### src/rtl/zube_z80_bus_ctrl.sv
// zube_z80_bus_ctrl
// -----------------
// Z80-side bus cycle sequencer for the zube mailbox. The asynchronous Z80 I/O
// strobes are synchronised into the clk domain. The port address is decoded
// against a four-port window, and each Z80 I/O cycle is turned into exactly one
// single-cycle register-bank read or write enable. The block also controls
// the data-bus direction, and it detects and counts protocol errors.
//
// Strobe/enable protocol: a Z80 cycle is "presented" while its synchronised
// strobe is low. The bank is "ready" unconditionally, so each accepted cycle
// produces exactly one reg_wr_en/reg_rd_en pulse. No further enable is issued
// until both synchronised strobes have been seen high again in IDLE.
//
// Ports:
//   clk, reset_b            clock, asynchronous active-low reset
//   z80_write_strobe_b      Z80 IORQ/WR write strobe (async, active low)
//   z80_read_strobe_b       Z80 IORQ/RD read strobe (async, active low)
//   z80_address_bus[7:0]    port address, stable while a strobe is low
//   z80_data_bus_in[7:0]    write data, stable while the write strobe is low
//   z80_data_bus_out[7:0]   registered read data towards the Z80
//   z80_bus_dir             1 = this block drives the Z80 data bus
//   reg_sel[1:0]            register index of the current access
//   reg_wr_en/reg_wr_data   one-cycle write pulse and latched write data
//   reg_rd_en/reg_rd_data   one-cycle read pulse and combinational bank data
//   busy                    FSM not in IDLE
//   protocol_err            one-cycle pulse per error event
//   err_count[7:0]          saturating error counter
//   dbg_state[2:0]          current FSM state, for observation only

module zube_z80_bus_ctrl #(
    parameter logic [7:0] Z80_PORT_BASE  = 8'h80,
    parameter int         TIMEOUT_CYCLES = 1024
) (
    input  logic       clk,
    input  logic       reset_b,
    input  logic       z80_write_strobe_b,
    input  logic       z80_read_strobe_b,
    input  logic [7:0] z80_address_bus,
    input  logic [7:0] z80_data_bus_in,
    output logic [7:0] z80_data_bus_out,
    output logic       z80_bus_dir,
    output logic [1:0] reg_sel,
    output logic       reg_wr_en,
    output logic [7:0] reg_wr_data,
    output logic       reg_rd_en,
    input  logic [7:0] reg_rd_data,
    output logic       busy,
    output logic       protocol_err,
    output logic [7:0] err_count,
    output logic [2:0] dbg_state
);

    localparam int CW = $clog2(TIMEOUT_CYCLES + 1);

    typedef enum logic [2:0] {
        ST_IDLE     = 3'd0,
        ST_WR_PULSE = 3'd1,
        ST_WR_HOLD  = 3'd2,
        ST_RD_PULSE = 3'd3,
        ST_RD_DRIVE = 3'd4,
        ST_IGNORE   = 3'd5
    } state_t;

    state_t        state_q, state_d;
    logic [1:0]    wr_sync_q, rd_sync_q;
    logic [1:0]    sel_q, sel_d;
    logic [7:0]    wr_data_q, wr_data_d;
    logic [7:0]    rd_data_q, rd_data_d;
    logic          dir_q, dir_d;
    logic          err_q;
    logic          err_ev;
    logic [7:0]    err_cnt_q;
    logic [CW-1:0] to_cnt_q, to_cnt_d;
    logic          wr_s, rd_s, hit;

    // Two-flop synchronisers, preset to the inactive (high) level so that a
    // strobe held low across reset release is seen as a fresh falling edge.
    always_ff @(posedge clk or negedge reset_b) begin
        if (!reset_b) begin
            wr_sync_q <= 2'b11;
            rd_sync_q <= 2'b11;
        end else begin
            wr_sync_q <= {wr_sync_q[0], z80_write_strobe_b};
            rd_sync_q <= {rd_sync_q[0], z80_read_strobe_b};
        end
    end

    assign wr_s = wr_sync_q[1];
    assign rd_s = rd_sync_q[1];

    // Address and data are sampled without synchronisation: the synced strobe
    // lags the pad by at least two cycles, by which time both are stable.
    assign hit = (z80_address_bus[7:2] == Z80_PORT_BASE[7:2]) &&
                 (z80_address_bus[1:0] != 2'b11);

    always_ff @(posedge clk or negedge reset_b) begin
        if (!reset_b) begin
            state_q   <= ST_IDLE;
            sel_q     <= 2'b00;
            wr_data_q <= 8'h00;
            rd_data_q <= 8'h00;
            dir_q     <= 1'b0;
            err_q     <= 1'b0;
            err_cnt_q <= 8'h00;
            to_cnt_q  <= '0;
        end else begin
            state_q   <= state_d;
            sel_q     <= sel_d;
            wr_data_q <= wr_data_d;
            rd_data_q <= rd_data_d;
            dir_q     <= dir_d;
            err_q     <= err_ev;
            to_cnt_q  <= to_cnt_d;
            if (err_ev && (err_cnt_q != 8'hFF)) begin
                err_cnt_q <= err_cnt_q + 8'd1;
            end
        end
    end

    always_comb begin
        state_d   = state_q;
        sel_d     = sel_q;
        wr_data_d = wr_data_q;
        rd_data_d = rd_data_q;
        dir_d     = dir_q;
        to_cnt_d  = to_cnt_q;
        err_ev    = 1'b0;
        reg_wr_en = 1'b0;
        reg_rd_en = 1'b0;

        case (state_q)
            ST_IDLE: begin
                if (!wr_s && !rd_s) begin
                    err_ev  = 1'b1;
                    state_d = ST_IGNORE;
                end else if (!wr_s) begin
                    if (hit) begin
                        sel_d     = z80_address_bus[1:0];
                        wr_data_d = z80_data_bus_in;
                        state_d   = ST_WR_PULSE;
                    end else begin
                        state_d = ST_IGNORE;
                    end
                end else if (!rd_s) begin
                    if (hit) begin
                        sel_d   = z80_address_bus[1:0];
                        state_d = ST_RD_PULSE;
                    end else begin
                        state_d = ST_IGNORE;
                    end
                end
            end

            ST_WR_PULSE: begin
                reg_wr_en = 1'b1;
                state_d   = ST_WR_HOLD;
            end

            ST_WR_HOLD: begin
                if (!rd_s) begin
                    err_ev  = 1'b1;
                    state_d = ST_IGNORE;
                end else if (wr_s) begin
                    state_d = ST_IDLE;
                end
            end

            ST_RD_PULSE: begin
                // Bank data is captured in the enable cycle, so a
                // clear-on-read bank still returns the pre-clear value.
                reg_rd_en = 1'b1;
                rd_data_d = reg_rd_data;
                dir_d     = 1'b1;
                to_cnt_d  = '0;
                state_d   = ST_RD_DRIVE;
            end

            ST_RD_DRIVE: begin
                if (rd_s) begin
                    dir_d   = 1'b0;
                    state_d = ST_IDLE;
                end else if (!wr_s) begin
                    // The Z80 is driving the bus while we are: release at once.
                    dir_d   = 1'b0;
                    err_ev  = 1'b1;
                    state_d = ST_IGNORE;
                end else if (to_cnt_q == CW'(TIMEOUT_CYCLES - 1)) begin
                    // Drive has lasted TIMEOUT_CYCLES cycles.
                    dir_d   = 1'b0;
                    err_ev  = 1'b1;
                    state_d = ST_IGNORE;
                end else begin
                    to_cnt_d = to_cnt_q + CW'(1);
                end
            end

            ST_IGNORE: begin
                if (wr_s && rd_s) begin
                    state_d = ST_IDLE;
                end
            end

            default: begin
                state_d = ST_IDLE;
            end
        endcase
    end

    assign z80_data_bus_out = rd_data_q;
    assign z80_bus_dir      = dir_q;
    assign reg_sel          = sel_q;
    assign reg_wr_data      = wr_data_q;
    assign busy             = (state_q != ST_IDLE);
    assign protocol_err     = err_q;
    assign err_count        = err_cnt_q;
    assign dbg_state        = state_q;

endmodule

### config.mk
export PLATFORM = sky130hd
export DESIGN_NAME = zube_z80_bus_ctrl
export DESIGN_NICKNAME = d
export VERILOG_FILES = /design/src/rtl/zube_z80_bus_ctrl.sv
export SDC_FILE = /design/constraint.sdc
export NUM_CORES = 1
export LEC_CHECK = 0
export CORE_ASPECT_RATIO = 0.7
export CORE_MARGIN = 1
export CORE_UTILIZATION = 35
export DETAILED_ROUTE_END_ITERATION = 16
export HOLD_SLACK_MARGIN = 0.15
export PLACE_DENSITY_LB_ADDON = 0.2
export SYNTH_ARGS = -nofsm -noshare
export SYNTH_HDL_FRONTEND = slang
export SYNTH_SLANG_ARGS = --single-unit
### constraint.sdc
create_clock -name clk -period 3.9 [get_ports clk]
set_input_delay 0.39 -clock clk [delete_from_list [all_inputs] [get_ports clk]]
set_output_delay 0.39 -clock clk [all_outputs]
set_load 0.02 [all_outputs]
Yosys cells after proc, flatten, opt, wreduce, memory -nomap -nowiden:

Index checks and enable logic that the tools add are counted.

* register bits after elaboration: 46
* output and inout port bits: 34
* word-level logic and storage cells: 76

* add/subtract/negate cells: 2
* equal/unequal tests: 17
* muxes and demuxes: 31
* bitwise operators: 2
* reductions and logical operators: 14

Operator list (number)
* $mux W11: 3
* $mux W3: 11
* $pmux W11 S2: 1
* $pmux W3 S6: 1
* $ne A2 B2 Y1 const B: 6
* $reduce_and A4 Y1: 3
* $add A11 B1 Y11 const B: 1
* $eq A11 B10 Y1 const B: 1
* $mux W1: 10
* $add A8 B1 Y8 const B: 1
* $ne A4 B4 Y1 const B: 2
* $ne A8 B8 Y1 const B: 1
* $eq A3 B2 Y1 const B: 2
* $eq A3 B3 Y1 const B: 2
* $eq A6 B6 Y1 const B: 1
* $mux W2: 3
* $logic_and A1 B1 Y1: 4
* $eq A3 B1 Y1 const B: 1
* $logic_not A3 Y1: 1
* $ne A3 B3 Y1 const B: 1
* $pmux W1 S3: 1
* $reduce_and A3 Y1: 1
* $reduce_bool A3 Y1: 1
* $logic_not A1 Y1: 2
* 4 further kinds: 5

Longest topological paths before layout:

* depth after elaboration: 7
* mapped depth: 8
* gate-level depth less buffers: 7

Least setup slack after synthesis:

No wires, ideal clock.

* path kind: reg-to-reg
* start point: register rd_sync_q[1]
* end point: register err_cnt_q[1] (netlist: err_count[1])
* setup time: 0.125 ns
* arrival time: 2.202 ns
* required time: 3.775 ns
* slack: 1.573 ns
* stages on the path, launching flop included: 8
* buffers on the path: 1
* period minus slack after synthesis: 2.327 ns
* cells stage by stage: dfstp_2 clkbuf_1 inv_1 ha_1 nor2_1 o22ai_1 o221ai_1 mux2_2

* longest elaborated chain between the ends: 5
* elaborated cells on any way between the ends: 7
* those cells by class: mux (4); reduce/logical (3)

Ends and longest elaborated chain
* from (decl): RTL line 65 `logic [1:0] wr_sync_q, rd_sync_q;`
* from (signal assigned): RTL line 84 `rd_sync_q <= {rd_sync_q[0], z80_read_strobe_b};`
* $logic_not A1 Y1
* $logic_and A1 B1 Y1: RTL line 133 `if (!wr_s && !rd_s) begin`
* $mux W1: RTL line 133
* $pmux W1 S3 (*): RTL line 131 `case (state_q)`
* $logic_and A1 B1 Y1 (*): RTL line 114 `if (err_ev && (err_cnt_q != 8'hFF)) begin`
* to (signal assigned): RTL line 115 `err_cnt_q <= err_cnt_q + 8'd1;`
* to (decl): RTL line 72 `logic [7:0] err_cnt_q;`

Every way passes the cells marked *; elsewhere a longest branch is shown, timed or not.
A chain may end at the register's enable or synchronous reset.

Worst setup path in the final report:

* start point: register state_q[2] (netlist: dbg_state[2])
* end point: output port reg_rd_en

* longest elaborated chain between the ends: 2

Ends and longest elaborated chain
* from (decl): RTL line 64 `state_t state_q, state_d;`
* from (signal assigned): RTL line 107 `state_q <= state_d;`
* $eq A3 B2 Y1: RTL line 131
* $mux W1: RTL line 131
* to (decl): RTL line 45 `output logic reg_rd_en,`

Every way passes these cells.

==> reports/summary.txt <==
Die X = 97.8 microns
share of cells above drive strength 1 = 10.3%
adder-cell share of the synthesized area = 3.34%
EDFF count, synth = 0
Synth Area in Compound Gates = 6.51%
top_reg_cell synth = dfrtp_1
die area = 6750 sq um
Core Util, Final = 48.8%
maximum clock path buffer count = 2
drt drc = 2
Sw Share = 37.2%
n_diodes = 0
# fillers = 583
root buf cell = clkbuf_8
Placed Area = 2920 sq um
Net Switching = 0.663 mW
Rel. slew slack = 31.7%
Reg clk slew, reported paths = 0.09 ns
Flop pwr share = 40.6%
CTS Buf Count = 5
Worst Path Max Fanout = 20
critical path launch point type = flop
failing checks = design-rule violations
starting DRC count in detailed routing = 79
Synth top area share = 46.7%
Worst setup EP type = output pin
Worst Hold Class = in -> async
skew final = 0.00437 ns
cell-internal power = 1.12 mW
initial antenna violation count = 0
CTS Sinks = 46
Setup CP Type = reg -> out
Slew @ Worst Pin = 1.03 ns
delay-heaviest family, CP = buffers and inverters
fmax = 350 MHz
CTS tree = yes
CP Data Arrival Time = 2.47 ns
grt ovf = 0
antenna-violating nets left = 0
cell taking the most area after synthesis = dfrtp_1
gp weighted congestion = 0.772
number of global-route vias before repair = 1771
Tcrit/Tclk final = 73.2%
CTS Hold Buffers Added = 0
Slowest cell on crit path = clkdlybuf4s50_1
HPWL Detailed = 3490 microns
largest net degree at the start of global routing = 47
I/O Pins = 62
Net Count, Synth = 254
initial core utilization = 36.2%
Worst-Skew Late Latency = 0.30 ns
unrepaired setup endpoints after global routing = no
Final Max Slew Viols = 0
DR WL/cell = 13.7 microns
min cycle time layout = 2.86 ns
Buf/Inv on CP = 3
cells after synthesis = 220
Mapped Area = 2250 sq um
Area Growth Syn to Fin = 34.8%
max-cap viol count = 0
top area cells in the synthesized netlist = dfrtp_1, nand2_1, mux2_2
largest family of logic cells by synthesized area = simple AND/OR/NAND/NOR gates
Clock power frac = 20.3%
Worst Path Required = 3.51 ns
peak per-stage delay on the critical path = 0.68 ns
Hold Slack = 0.248 ns
cells along the critical path = nand3b_1, buf_4, clkinv_1, clkdlybuf4s50_1
# Post-CTS Setup Buffers = 0
Seq/Total Area, Yosys = 51.4%
TritonRoute pass-1 iters = 10
Ys Warns = 0
post_cts resized = 0
drt via density = 4.96
syn_area_per_cell = 10.2 sq um
post-synthesis mux area share = 5.51%
die height = 69.1 microns
Pleak = 1.35 nW
Synth Area in XOR/XNOR = 5.45%
CORE AREA = 6220 sq um
Via Count = 1784
setup TNS = 0 ns
final net count = 315
Total Routed Length = 4940 microns
Synth Area in Simple Gates = 24.4%
Max rail drop VDD = 0.271 mV
setup violators final = 0
Finished Cell Area = 3030 sq um
FFs w/ async S/R, synth = 100%
GR Util All Layers = 15.9%
Core Rows = 24
power per cell area = 587 nW/um^2
Distinct cells, synth = 44
first-pass GRT wire length = 8660 microns
Yosys reg bits = 46
logic gate share of total power = 39.1%
hold violation count in the final report = 0
Port Buffers = 61
status = finished, violations left
H-Tree Depth = 2
[worst paths after layout]
kind,from,to,slack [ns],depth (start not counted)
max,dbg_state[2],reg_rd_en,1.04,4
min,reset_b,dbg_state[0],0.25,1
max reg2reg,rd_sync_q[1],err_count[1],1.46,6
min reg2reg,wr_sync_q[0],wr_sync_q[1],0.36,0
max in group asynchronous,reset_b,z80_data_bus_out[4],3.01,1
min in group clk,wr_sync_q[0],wr_sync_q[1],0.36,0
[power by group through the flow]
stage | clock, mW | combinational [mW] | sequential (mW)
floorplan | 0 | 0.332 | 0.785
global placement | 0 | 0.695 | 0.729
detailed placement | 0 | 0.704 | 0.728
CTS | 0.374 | 0.704 | 0.723
global route | 0.396 | 0.759 | 0.749
finish | 0.362 | 0.695 | 0.723
[routing by layer]
metal / track usage [%] / part of all wire, %
met5: 0 / 0
met4: 4.21 / 0
met1: 24.5 / 52
met3: 4.06 / 6.1
met2: 21.9 / 41
[logic make-up (layout without fill, tap and decap cells)]
family / Yosys count / after routing
AND/OR/NAND/NOR: 107 / 107
flip-flops: 46 / 46
AO/OA/AOI/OAI: 19 / 19
buffers and inverters: 17 / 79
XOR/XNOR: 14 / 14
multiplexers: 11 / 11
adder cells (fa/ha/maj): 6 / 6
[cells in the mapped netlist (all sizes together) (3+ instances only)]
master	count
nor2	18
dfrtp	42
dfstp	4
nor3	9
nand3	15
inv	8
xnor2	3
nand2	37
nand4	5
a21oi	3
nor4	3
nand2b	3
xor2	11
clkbuf	6
ha	6
and3	4
o21ai	3
mux2	11
[per-stage QoR]
| stage | cells | total power, mW | setup WS (ns) |
|---|---|---|---|
| CTS | 360 | 1.80 | 1.02 |
| global route | 360 | 1.90 | 0.803 |
| finish | 360 | 1.78 | 1.04 |
| global placement | 352 | 1.42 | 1.42 |
| floorplan | 220 | 1.12 | 1.57 |
| detailed placement | 352 | 1.43 | 1.37 |
[flip-flops by register name (all words and copies together) (netlist names)]
name              flops
to_cnt_q             11
err_count             8
reg_wr_data           8
z80_data_bus_out      8
dbg_state             3
rd_sync_q             2
reg_sel               2
wr_sync_q             2
protocol_err          1
z80_bus_dir           1
[layout by cell type, fill, tap and decap left out, types with 3 or more instances in the layout]
| cell | instances |
|---|---|
| and3_1 | 4 |
| dfstp_2 | 4 |
| nand2_1 | 37 |
| nand3_1 | 14 |
| xor2_1 | 11 |
| xnor2_1 | 3 |
| a21oi_1 | 3 |
| nor4_1 | 3 |
| dfrtp_1 | 42 |
| nor2_1 | 18 |
| nand2b_1 | 3 |
| clkbuf_8 | 5 |
| nand4_1 | 5 |
| nor3_1 | 9 |
| clkdlybuf4s50_1 | 60 |
| ha_1 | 6 |
| o21ai_0 | 3 |
| inv_1 | 8 |
| mux2_2 | 11 |
[final cells by class]
| type | count | area, sq um | area share [%] |
|---|---|---|---|
| sequential | 46 | 1160 | 38.2 |
| tap | 78 | 97.6 | 3.22 |
| inverter | 9 | 33.8 | 1.11 |
| clock buffer | 5 | 68.8 | 2.27 |
| multi-input combinational | 157 | 1020 | 33.6 |
| clock inverter | 3 | 43.8 | 1.45 |
| timing repair buffer | 62 | 613 | 20.2 |
Power figures use the tool's default switching activity.
